### src/rtl/ex_stage_if.sv
// ID/EX-to-EX/MEM bus of the MIPS execute stage: control, operands, forwarding and results.
interface ex_stage_if;
  logic        RegDst;
  logic        slide;
  logic        ALUSrc;
  logic        RegWrite;
  logic [2:0]  Aluop;
  logic [31:0] RegOut1;
  logic [31:0] RegOut2;
  logic [31:0] Extend;
  logic [4:0]  Rt;
  logic [4:0]  Rd;
  logic [5:0]  Funct;
  logic [1:0]  fwd_a;
  logic [1:0]  fwd_b;
  logic [31:0] exmem_result;
  logic [31:0] memwb_result;
  logic [31:0] alu_result;
  logic [31:0] store_data;
  logic [4:0]  write_reg;
  logic        reg_write_out;
  logic        md_stall;
  logic        md_busy;
  logic        ovf;

  modport master (
    output RegDst, slide, ALUSrc, RegWrite, Aluop, RegOut1, RegOut2, Extend,
           Rt, Rd, Funct, fwd_a, fwd_b, exmem_result, memwb_result,
    input  alu_result, store_data, write_reg, reg_write_out, md_stall, md_busy, ovf
  );

  modport slave (
    input  RegDst, slide, ALUSrc, RegWrite, Aluop, RegOut1, RegOut2, Extend,
           Rt, Rd, Funct, fwd_a, fwd_b, exmem_result, memwb_result,
    output alu_result, store_data, write_reg, reg_write_out, md_stall, md_busy, ovf
  );
endinterface

### src/rtl/ex_stage.sv
// MIPS execute stage: forwarding, ALU/shifter, iterative mult/div with HI/LO and stall.
// Optional macro OVERFLOW_TRAP_EN enables signed-overflow detection on add/sub (ovf output).
module ex_stage #(
  parameter int MD_BITS = 1
) (
  input logic     clk,
  input logic     rst,
  ex_stage_if.slave bus
);
  localparam int         N    = 32 / MD_BITS;
  localparam logic [4:0] LAST = 5'(N - 1);

  typedef enum logic {IDLE, RUN} md_state_t;

  md_state_t   state_reg;
  logic [4:0]  count_reg;
  logic [31:0] hi_reg;
  logic [31:0] lo_reg;
  logic [63:0] prod_reg;
  logic [31:0] shift_reg;
  logic [31:0] rem_reg;
  logic [31:0] opnd_reg;
  logic        is_div_reg;
  logic        neg_q_reg;
  logic        neg_r_reg;
  logic        div_zero_reg;

  logic [31:0] op_a;
  logic [31:0] fwd_b_val;
  logic [31:0] op_b;
  logic [31:0] sum;
  logic [31:0] diff;
  logic [4:0]  shamt;
  logic [31:0] result;
  logic        is_rtype;
  logic        md_op;
  logic        is_muldiv;
  logic        md_issue;
  logic        signed_op;
  logic        sign_a;
  logic        sign_b;
  logic [31:0] mag_a;
  logic [31:0] mag_b;
  logic        ovf_int;

  always_comb begin
    case (bus.fwd_a)
      2'b01:   op_a = bus.exmem_result;
      2'b10:   op_a = bus.memwb_result;
      default: op_a = bus.RegOut1;
    endcase
    case (bus.fwd_b)
      2'b01:   fwd_b_val = bus.exmem_result;
      2'b10:   fwd_b_val = bus.memwb_result;
      default: fwd_b_val = bus.RegOut2;
    endcase
  end

  assign op_b  = bus.ALUSrc ? bus.Extend : fwd_b_val;
  assign sum   = op_a + op_b;
  assign diff  = op_a - op_b;
  assign shamt = bus.slide ? bus.Extend[10:6] : op_a[4:0];

  assign is_rtype  = (bus.Aluop == 3'b010);
  assign is_muldiv = is_rtype && (bus.Funct inside {6'h18, 6'h19, 6'h1A, 6'h1B});
  assign md_op     = is_rtype && (bus.Funct inside {6'h18, 6'h19, 6'h1A, 6'h1B,
                                                    6'h10, 6'h11, 6'h12, 6'h13});
  assign bus.md_busy  = (state_reg == RUN);
  assign bus.md_stall = bus.md_busy & md_op;
  assign md_issue     = is_muldiv && (state_reg == IDLE);

  // Odd Funct codes (multu/divu) are the unsigned variants.
  assign signed_op = ~bus.Funct[0];
  assign sign_a    = signed_op & op_a[31];
  assign sign_b    = signed_op & op_b[31];
  assign mag_a     = sign_a ? (32'd0 - op_a) : op_a;
  assign mag_b     = sign_b ? (32'd0 - op_b) : op_b;

  always_comb begin
    result = 32'd0;
    case (bus.Aluop)
      3'b000: result = sum;
      3'b001: result = diff;
      3'b010: begin
        case (bus.Funct)
          6'h20, 6'h21: result = sum;
          6'h22, 6'h23: result = diff;
          6'h24:        result = op_a & op_b;
          6'h25:        result = op_a | op_b;
          6'h26:        result = op_a ^ op_b;
          6'h27:        result = ~(op_a | op_b);
          6'h2A:        result = {31'd0, $signed(op_a) < $signed(op_b)};
          6'h2B:        result = {31'd0, op_a < op_b};
          6'h00:        result = op_b << shamt;
          6'h02:        result = op_b >> shamt;
          6'h03:        result = $signed(op_b) >>> shamt;
          6'h10:        result = hi_reg;
          6'h12:        result = lo_reg;
          default:      result = 32'd0;
        endcase
      end
      3'b011:  result = op_a & {16'h0000, bus.Extend[15:0]};
      3'b100:  result = op_a | {16'h0000, bus.Extend[15:0]};
      3'b101:  result = {31'd0, $signed(op_a) < $signed(op_b)};
      3'b110:  result = {bus.Extend[15:0], 16'h0000};
      default: result = 32'd0;
    endcase
  end

`ifdef OVERFLOW_TRAP_EN
  logic add_chk;
  logic sub_chk;
  always_comb begin
    add_chk = (bus.Aluop == 3'b000) || (is_rtype && bus.Funct == 6'h20);
    sub_chk = (bus.Aluop == 3'b001) || (is_rtype && bus.Funct == 6'h22);
  end
  assign ovf_int = (add_chk && (op_a[31] == op_b[31]) && (sum[31]  != op_a[31])) ||
                   (sub_chk && (op_a[31] != op_b[31]) && (diff[31] != op_a[31]));
`else
  assign ovf_int = 1'b0;
`endif

  assign bus.ovf           = ovf_int;
  assign bus.alu_result    = result;
  assign bus.store_data    = fwd_b_val;
  assign bus.write_reg     = bus.RegDst ? bus.Rd : bus.Rt;
  assign bus.reg_write_out = bus.RegWrite & ~bus.md_stall & ~ovf_int;

  // Unrolled per-cycle datapath: MD_BITS shift-add (mult, MSB first) or restoring-divide steps.
  logic [63:0] p_st [0:MD_BITS];
  logic [31:0] s_st [0:MD_BITS];
  logic [31:0] r_st [0:MD_BITS];

  assign p_st[0] = prod_reg;
  assign s_st[0] = shift_reg;
  assign r_st[0] = rem_reg;

  generate
    for (genvar gi = 0; gi < MD_BITS; gi++) begin : g_step
      logic [32:0] trial;
      logic        ge;
      assign trial = {r_st[gi], s_st[gi][31]} - {1'b0, opnd_reg};
      assign ge    = ~trial[32];
      assign p_st[gi+1] = {p_st[gi][62:0], 1'b0} +
                          (s_st[gi][31] ? {32'd0, opnd_reg} : 64'd0);
      assign s_st[gi+1] = {s_st[gi][30:0], is_div_reg & ge};
      assign r_st[gi+1] = ge ? trial[31:0] : {r_st[gi][30:0], s_st[gi][31]};
    end
  endgenerate

  logic [63:0] prod_final;
  logic [31:0] quo_final;
  logic [31:0] rem_final;

  assign prod_final = neg_q_reg ? (64'd0 - p_st[MD_BITS]) : p_st[MD_BITS];
  assign quo_final  = div_zero_reg ? 32'hFFFF_FFFF :
                      (neg_q_reg ? (32'd0 - s_st[MD_BITS]) : s_st[MD_BITS]);
  assign rem_final  = neg_r_reg ? (32'd0 - r_st[MD_BITS]) : r_st[MD_BITS];

  always_ff @(posedge clk) begin
    if (rst) begin
      state_reg    <= IDLE;
      count_reg    <= 5'd0;
      hi_reg       <= 32'd0;
      lo_reg       <= 32'd0;
      prod_reg     <= 64'd0;
      shift_reg    <= 32'd0;
      rem_reg      <= 32'd0;
      opnd_reg     <= 32'd0;
      is_div_reg   <= 1'b0;
      neg_q_reg    <= 1'b0;
      neg_r_reg    <= 1'b0;
      div_zero_reg <= 1'b0;
    end else begin
      case (state_reg)
        IDLE: begin
          if (md_issue) begin
            state_reg    <= RUN;
            count_reg    <= 5'd0;
            prod_reg     <= 64'd0;
            rem_reg      <= 32'd0;
            shift_reg    <= mag_a;
            opnd_reg     <= mag_b;
            is_div_reg   <= bus.Funct[1];
            neg_q_reg    <= sign_a ^ sign_b;
            neg_r_reg    <= sign_a;
            div_zero_reg <= (op_b == 32'd0);
          end else if (is_rtype && bus.Funct == 6'h11) begin
            hi_reg <= op_a;
          end else if (is_rtype && bus.Funct == 6'h13) begin
            lo_reg <= op_a;
          end
        end
        RUN: begin
          prod_reg  <= p_st[MD_BITS];
          shift_reg <= s_st[MD_BITS];
          rem_reg   <= r_st[MD_BITS];
          count_reg <= count_reg + 5'd1;
          if (count_reg == LAST) begin
            state_reg <= IDLE;
            count_reg <= 5'd0;
            if (is_div_reg) begin
              hi_reg <= rem_final;
              lo_reg <= quo_final;
            end else begin
              hi_reg <= prod_final[63:32];
              lo_reg <= prod_final[31:0];
            end
          end
        end
        default: state_reg <= IDLE;
      endcase
    end
  end
endmodule
### src/flat_wrapper.sv
// flat-port wrapper written by rule: the top's interface ports become plain ports
module ex_stage_flat 
#(
  parameter int MD_BITS = 1
)
  (clk, rst, bus_RegDst, bus_slide, bus_ALUSrc, bus_RegWrite, bus_Aluop, bus_RegOut1, bus_RegOut2, bus_Extend, bus_Rt, bus_Rd, bus_Funct, bus_fwd_a, bus_fwd_b, bus_exmem_result, bus_memwb_result, bus_alu_result, bus_store_data, bus_write_reg, bus_reg_write_out, bus_md_stall, bus_md_busy, bus_ovf);
  ex_stage_if bus_i ();
  input logic clk;
  input logic rst;
  input wire logic [$bits(bus_i.RegDst)-1:0] bus_RegDst;
  input wire logic [$bits(bus_i.slide)-1:0] bus_slide;
  input wire logic [$bits(bus_i.ALUSrc)-1:0] bus_ALUSrc;
  input wire logic [$bits(bus_i.RegWrite)-1:0] bus_RegWrite;
  input wire logic [$bits(bus_i.Aluop)-1:0] bus_Aluop;
  input wire logic [$bits(bus_i.RegOut1)-1:0] bus_RegOut1;
  input wire logic [$bits(bus_i.RegOut2)-1:0] bus_RegOut2;
  input wire logic [$bits(bus_i.Extend)-1:0] bus_Extend;
  input wire logic [$bits(bus_i.Rt)-1:0] bus_Rt;
  input wire logic [$bits(bus_i.Rd)-1:0] bus_Rd;
  input wire logic [$bits(bus_i.Funct)-1:0] bus_Funct;
  input wire logic [$bits(bus_i.fwd_a)-1:0] bus_fwd_a;
  input wire logic [$bits(bus_i.fwd_b)-1:0] bus_fwd_b;
  input wire logic [$bits(bus_i.exmem_result)-1:0] bus_exmem_result;
  input wire logic [$bits(bus_i.memwb_result)-1:0] bus_memwb_result;
  output wire logic [$bits(bus_i.alu_result)-1:0] bus_alu_result;
  output wire logic [$bits(bus_i.store_data)-1:0] bus_store_data;
  output wire logic [$bits(bus_i.write_reg)-1:0] bus_write_reg;
  output wire logic [$bits(bus_i.reg_write_out)-1:0] bus_reg_write_out;
  output wire logic [$bits(bus_i.md_stall)-1:0] bus_md_stall;
  output wire logic [$bits(bus_i.md_busy)-1:0] bus_md_busy;
  output wire logic [$bits(bus_i.ovf)-1:0] bus_ovf;
  assign bus_i.RegDst = bus_RegDst;
  assign bus_i.slide = bus_slide;
  assign bus_i.ALUSrc = bus_ALUSrc;
  assign bus_i.RegWrite = bus_RegWrite;
  assign bus_i.Aluop = bus_Aluop;
  assign bus_i.RegOut1 = bus_RegOut1;
  assign bus_i.RegOut2 = bus_RegOut2;
  assign bus_i.Extend = bus_Extend;
  assign bus_i.Rt = bus_Rt;
  assign bus_i.Rd = bus_Rd;
  assign bus_i.Funct = bus_Funct;
  assign bus_i.fwd_a = bus_fwd_a;
  assign bus_i.fwd_b = bus_fwd_b;
  assign bus_i.exmem_result = bus_exmem_result;
  assign bus_i.memwb_result = bus_memwb_result;
  assign bus_alu_result = bus_i.alu_result;
  assign bus_store_data = bus_i.store_data;
  assign bus_write_reg = bus_i.write_reg;
  assign bus_reg_write_out = bus_i.reg_write_out;
  assign bus_md_stall = bus_i.md_stall;
  assign bus_md_busy = bus_i.md_busy;
  assign bus_ovf = bus_i.ovf;
  ex_stage #(.MD_BITS(MD_BITS)) u_core (.clk(clk), .rst(rst), .bus(bus_i));
endmodule
### config.mk
export PLATFORM = sky130hd
export DESIGN_NAME = ex_stage_flat
export DESIGN_NICKNAME = d
export VERILOG_FILES = /design/src/rtl/ex_stage_if.sv /design/src/rtl/ex_stage.sv /design/src/flat_wrapper.sv
export SDC_FILE = /design/constraint.sdc
export NUM_CORES = 2
export LEC_CHECK = 0
export BUFFER_PORTS_ARGS = -buffer_cell sky130_fd_sc_hd__buf_2
export CAP_MARGIN = 5
export CORE_ASPECT_RATIO = 0.75
export CORE_UTILIZATION = 45
export DETAILED_ROUTE_END_ITERATION = 16
export SYNTH_ARGS = -nofsm -noshare
export SYNTH_HDL_FRONTEND = slang
export SYNTH_SLANG_ARGS = --single-unit
### constraint.sdc
create_clock -name clk -period 10.15 [get_ports clk]
set_input_delay 2.03 -clock clk [delete_from_list [all_inputs] [get_ports clk]]
set_output_delay 2.03 -clock clk [all_outputs]
set_load 0.05 [all_outputs]
==> impl_metrics.env <==
export IMPL_status="completed"
export IMPL_cts_hold_buf=0
export IMPL_die_area_sq_mm=0.06913
export IMPL_holdWs_ns=0.4532
export IMPL_synth_async_sr_flop_share_pct=0
export IMPL_p_leak_uw=0.01395
export IMPL_core_rowCount=82
export IMPL_synth_nets=5000
export IMPL_critPathMaxFanout=26
export IMPL_start_kind="input port"
export IMPL_critical_path_class="input port to output port"
export IMPL_nets=5090
export IMPL_syn_inst=4626
export IMPL_vdd_ir_drop_worst_uv=115.8
export IMPL_grt_pass1_vias=34170
export IMPL_postCtsResizedCells=0
export IMPL_postRouteAntennaNets=0
export IMPL_drcViolationCount=0
export IMPL_gr_total_overflow=0
export IMPL_synth_yosys_seq_area_share_pct=15.23
export IMPL_wirelength_mm=171.2
export IMPL_firstDrtPassIters=9
export IMPL_via_per_inst=6.974
export IMPL_antenna_found_initial=11
export IMPL_cp_required_ns=8.12
export IMPL_tns_ns=0
export IMPL_grt_total_usage_pct=47.46
export IMPL_ys_types=103
export IMPL_yosys_area_top_type="dfxtp_1"
export IMPL_fmax_mhz=102.6
export IMPL_ys_ff_latch=233
export IMPL_post_route_util_pct=50.59
export IMPL_drive_gt1_share_pct=11.45
export IMPL_clk_pin_slew_worst_paths_ns=0.06
export IMPL_root_buffer="clkbuf_16"
export IMPL_tightestPinTransition_ns=1.312
export IMPL_io_pins=262
export IMPL_dpl_cell_area_sq_mm=0.03306
export IMPL_top_layer="met5"
export IMPL_cts_sinks=233
export IMPL_netlist_area_leader_share_pct=15.23
export IMPL_gp_congestion=1.133
export IMPL_clock_latency_ns=0.59
export IMPL_end_kind="output port"
export IMPL_grt_pass1_wl_mm=242.8
export IMPL_drv_slew=0
export IMPL_power_density_mw_per_mm2=119.2
export IMPL_cts_setup_buffers=0
export IMPL_crit_arrival_ns=7.72
export IMPL_finalCriticalPeriod_ns=9.747
export IMPL_timing_max_cap_violations=0
export IMPL_start_util_pct=45.65
export IMPL_fin_area_sq_mm=0.03395
export IMPL_die_h_um=228.0
export IMPL_wl_met1_mm=72.03
export IMPL_core_sq_mm=0.06710
export IMPL_syn_to_final_growth_pct=10.81
export IMPL_dp_hpwl_mm=136.6
export IMPL_yosys_warnings=0
export IMPL_io_buffers=260
export IMPL_avgSynthCellArea_sq_um=6.622
export IMPL_rsz0062_at_grt="false"
export IMPL_die_x_um=303.3
export IMPL_drt_wirelength_per_cell_um=30.47
export IMPL_cts_tree="yes"
export IMPL_cts_buffers=26
export IMPL_htreeDepth=1
export IMPL_max_slew_margin_pct=11.95
export IMPL_synth_edf_count=0
export IMPL_met2_length_mm=61.26
export IMPL_synth_ff_type="dfxtp_1"
export IMPL_drt_iter0_drc=6906
export IMPL_grt_max_degree=155
export IMPL_num_vias=39200
export IMPL_max_clock_path_buffers=3
export IMPL_largest_register_ffs=63
export IMPL_syn_cell_area_sq_mm=0.03063
export IMPL_synth_area_leaders="dfxtp_1 15%, a21oi_1 7.6%, nor2_1 7.5%"
export IMPL_final_period_utilization_pct=96.03
export IMPL_hold_viol=0
export IMPL_finalPower_uw=4045
export IMPL_hold_path_class="register to register"
export IMPL_clock_skew_ns=0.01962
export IMPL_dr_wl_met3_mm=31.74
export IMPL_setup_violations=0
[cell families (layout without fill, tap and decap cells)]
logic type	count (synthesis)	count (layout)	share of synthesized area, %
and+or+nand+nor	1681	1681	24.90
DFF	233	233	15.23
adders and majority gates	185	185	7.654
buffers and inverters	501	610	6.233
other	1	5	0.01224
AOI/OAI and AO/OA	1710	1710	36.62
xor gates and xnor gates	251	251	7.176
muxes	64	64	2.173
[critical path, stage by stage]
cell	delay, ns
buf_2	0.12
inv_1	0.05
ha_2	0.58
o21ai_1	0.18
a21boi_1	0.21
inv_1	0.11
ha_1	0.25
fa_1	0.45
a21oi_1	0.19
o21ai_0	0.14
a21oi_1	0.30
o31ai_1	0.17
a2111oi_0	0.49
buf_4	0.21
o31a_1	0.23
o31ai_1	0.09
buf_4	0.16
a311o_1	0.41
a31oi_1	0.26
o31ai_1	0.14
o21a_1	0.18
o21ai_0	0.38
buf_2	0.36
[cells in the final DEF, fill, tap and decap left out, types with 40 or more instances in the layout]
cell	count
o211ai_1	65
buf_2	252
a222oi_1	49
nor2b_1	47
a21oi_1	464
xor2_1	71
a211oi_1	95
buf_4	138
nor3_1	110
xnor2_1	178
o221ai_1	40
a31oi_1	73
nand3_1	85
a21o_1	49
ha_1	179
nand2_1	506
dfxtp_1	231
and3_1	83
o21ai_0	349
o31ai_1	53
a221oi_1	63
mux2i_1	53
nor2_1	608
inv_1	158
a22oi_1	61
[Yosys cell counts (49+ instances only)]
library cell / count
nor2_1: 611
a211oi_1: 95
nor3_1: 111
o21ai_0: 353
a31oi_1: 73
a221oi_1: 64
o211ai_1: 65
ha_1: 181
a21oi_1: 464
mux2i_1: 53
nand2_1: 507
and3_1: 83
o31ai_1: 56
nand3_1: 85
dfxtp_1: 233
xnor2_1: 179
xor2_1: 72
a21o_1: 49
a22oi_1: 61
clkbuf_1: 269
buf_1: 52
a222oi_1: 49
inv_1: 158
[final cells by class]
class	instances	area [sq um]
clock buffers	37	753.2
well taps	882	1104
inverters	164	615.6
repair buffers	399	2469
fillers	7057	33150
clock inverters	10	111.4
multi-input cells	3892	24210
flip-flops and latches	233	4669
diodes	4	10.01
[through the flow]
step / worst slack, ns / std cells
6_report: 0.4031 / 5621
5_1_grt: 0.1272 / 5620
4_1_cts: 0.4784 / 5617
3_5_place_dp: 0.5083 / 5570
3_3_place_gp: 0.5721 / 5570
2_1_floorplan: 0.05181 / 4626
[path summary, 6_finish.rpt]
kind                        start                 end  slack, ns  cells after the start
min reg2reg    u_core.opnd_reg[6]  u_core.opnd_reg[6]       0.45                      2
max                  bus_fwd_b[0]  bus_alu_result[30]       0.40                     23
min            u_core.opnd_reg[6]  u_core.opnd_reg[6]       0.45                      2
max reg2reg  u_core.shift_reg[31]   u_core.hi_reg[30]       2.92                     24
[where the power goes]
group / switching (uW) / internal, uW
Sequential: 3.19 / 916
Clock: 454 / 567
Combinational: 1510 / 592
Total: 1970 / 2080
[per-layer routing]
| metal | track usage (%) | vias up |
|---|---|---|
| li1 | - | 17190 |
| met1 | 68.74 | 18590 |
| met2 | 58.65 | 2995 |
| met3 | 25.01 | 408 |
| met4 | 13.03 | 14 |
| met5 | 0.9104 | - |
Note: power is estimated with default switching activity, not from simulation.
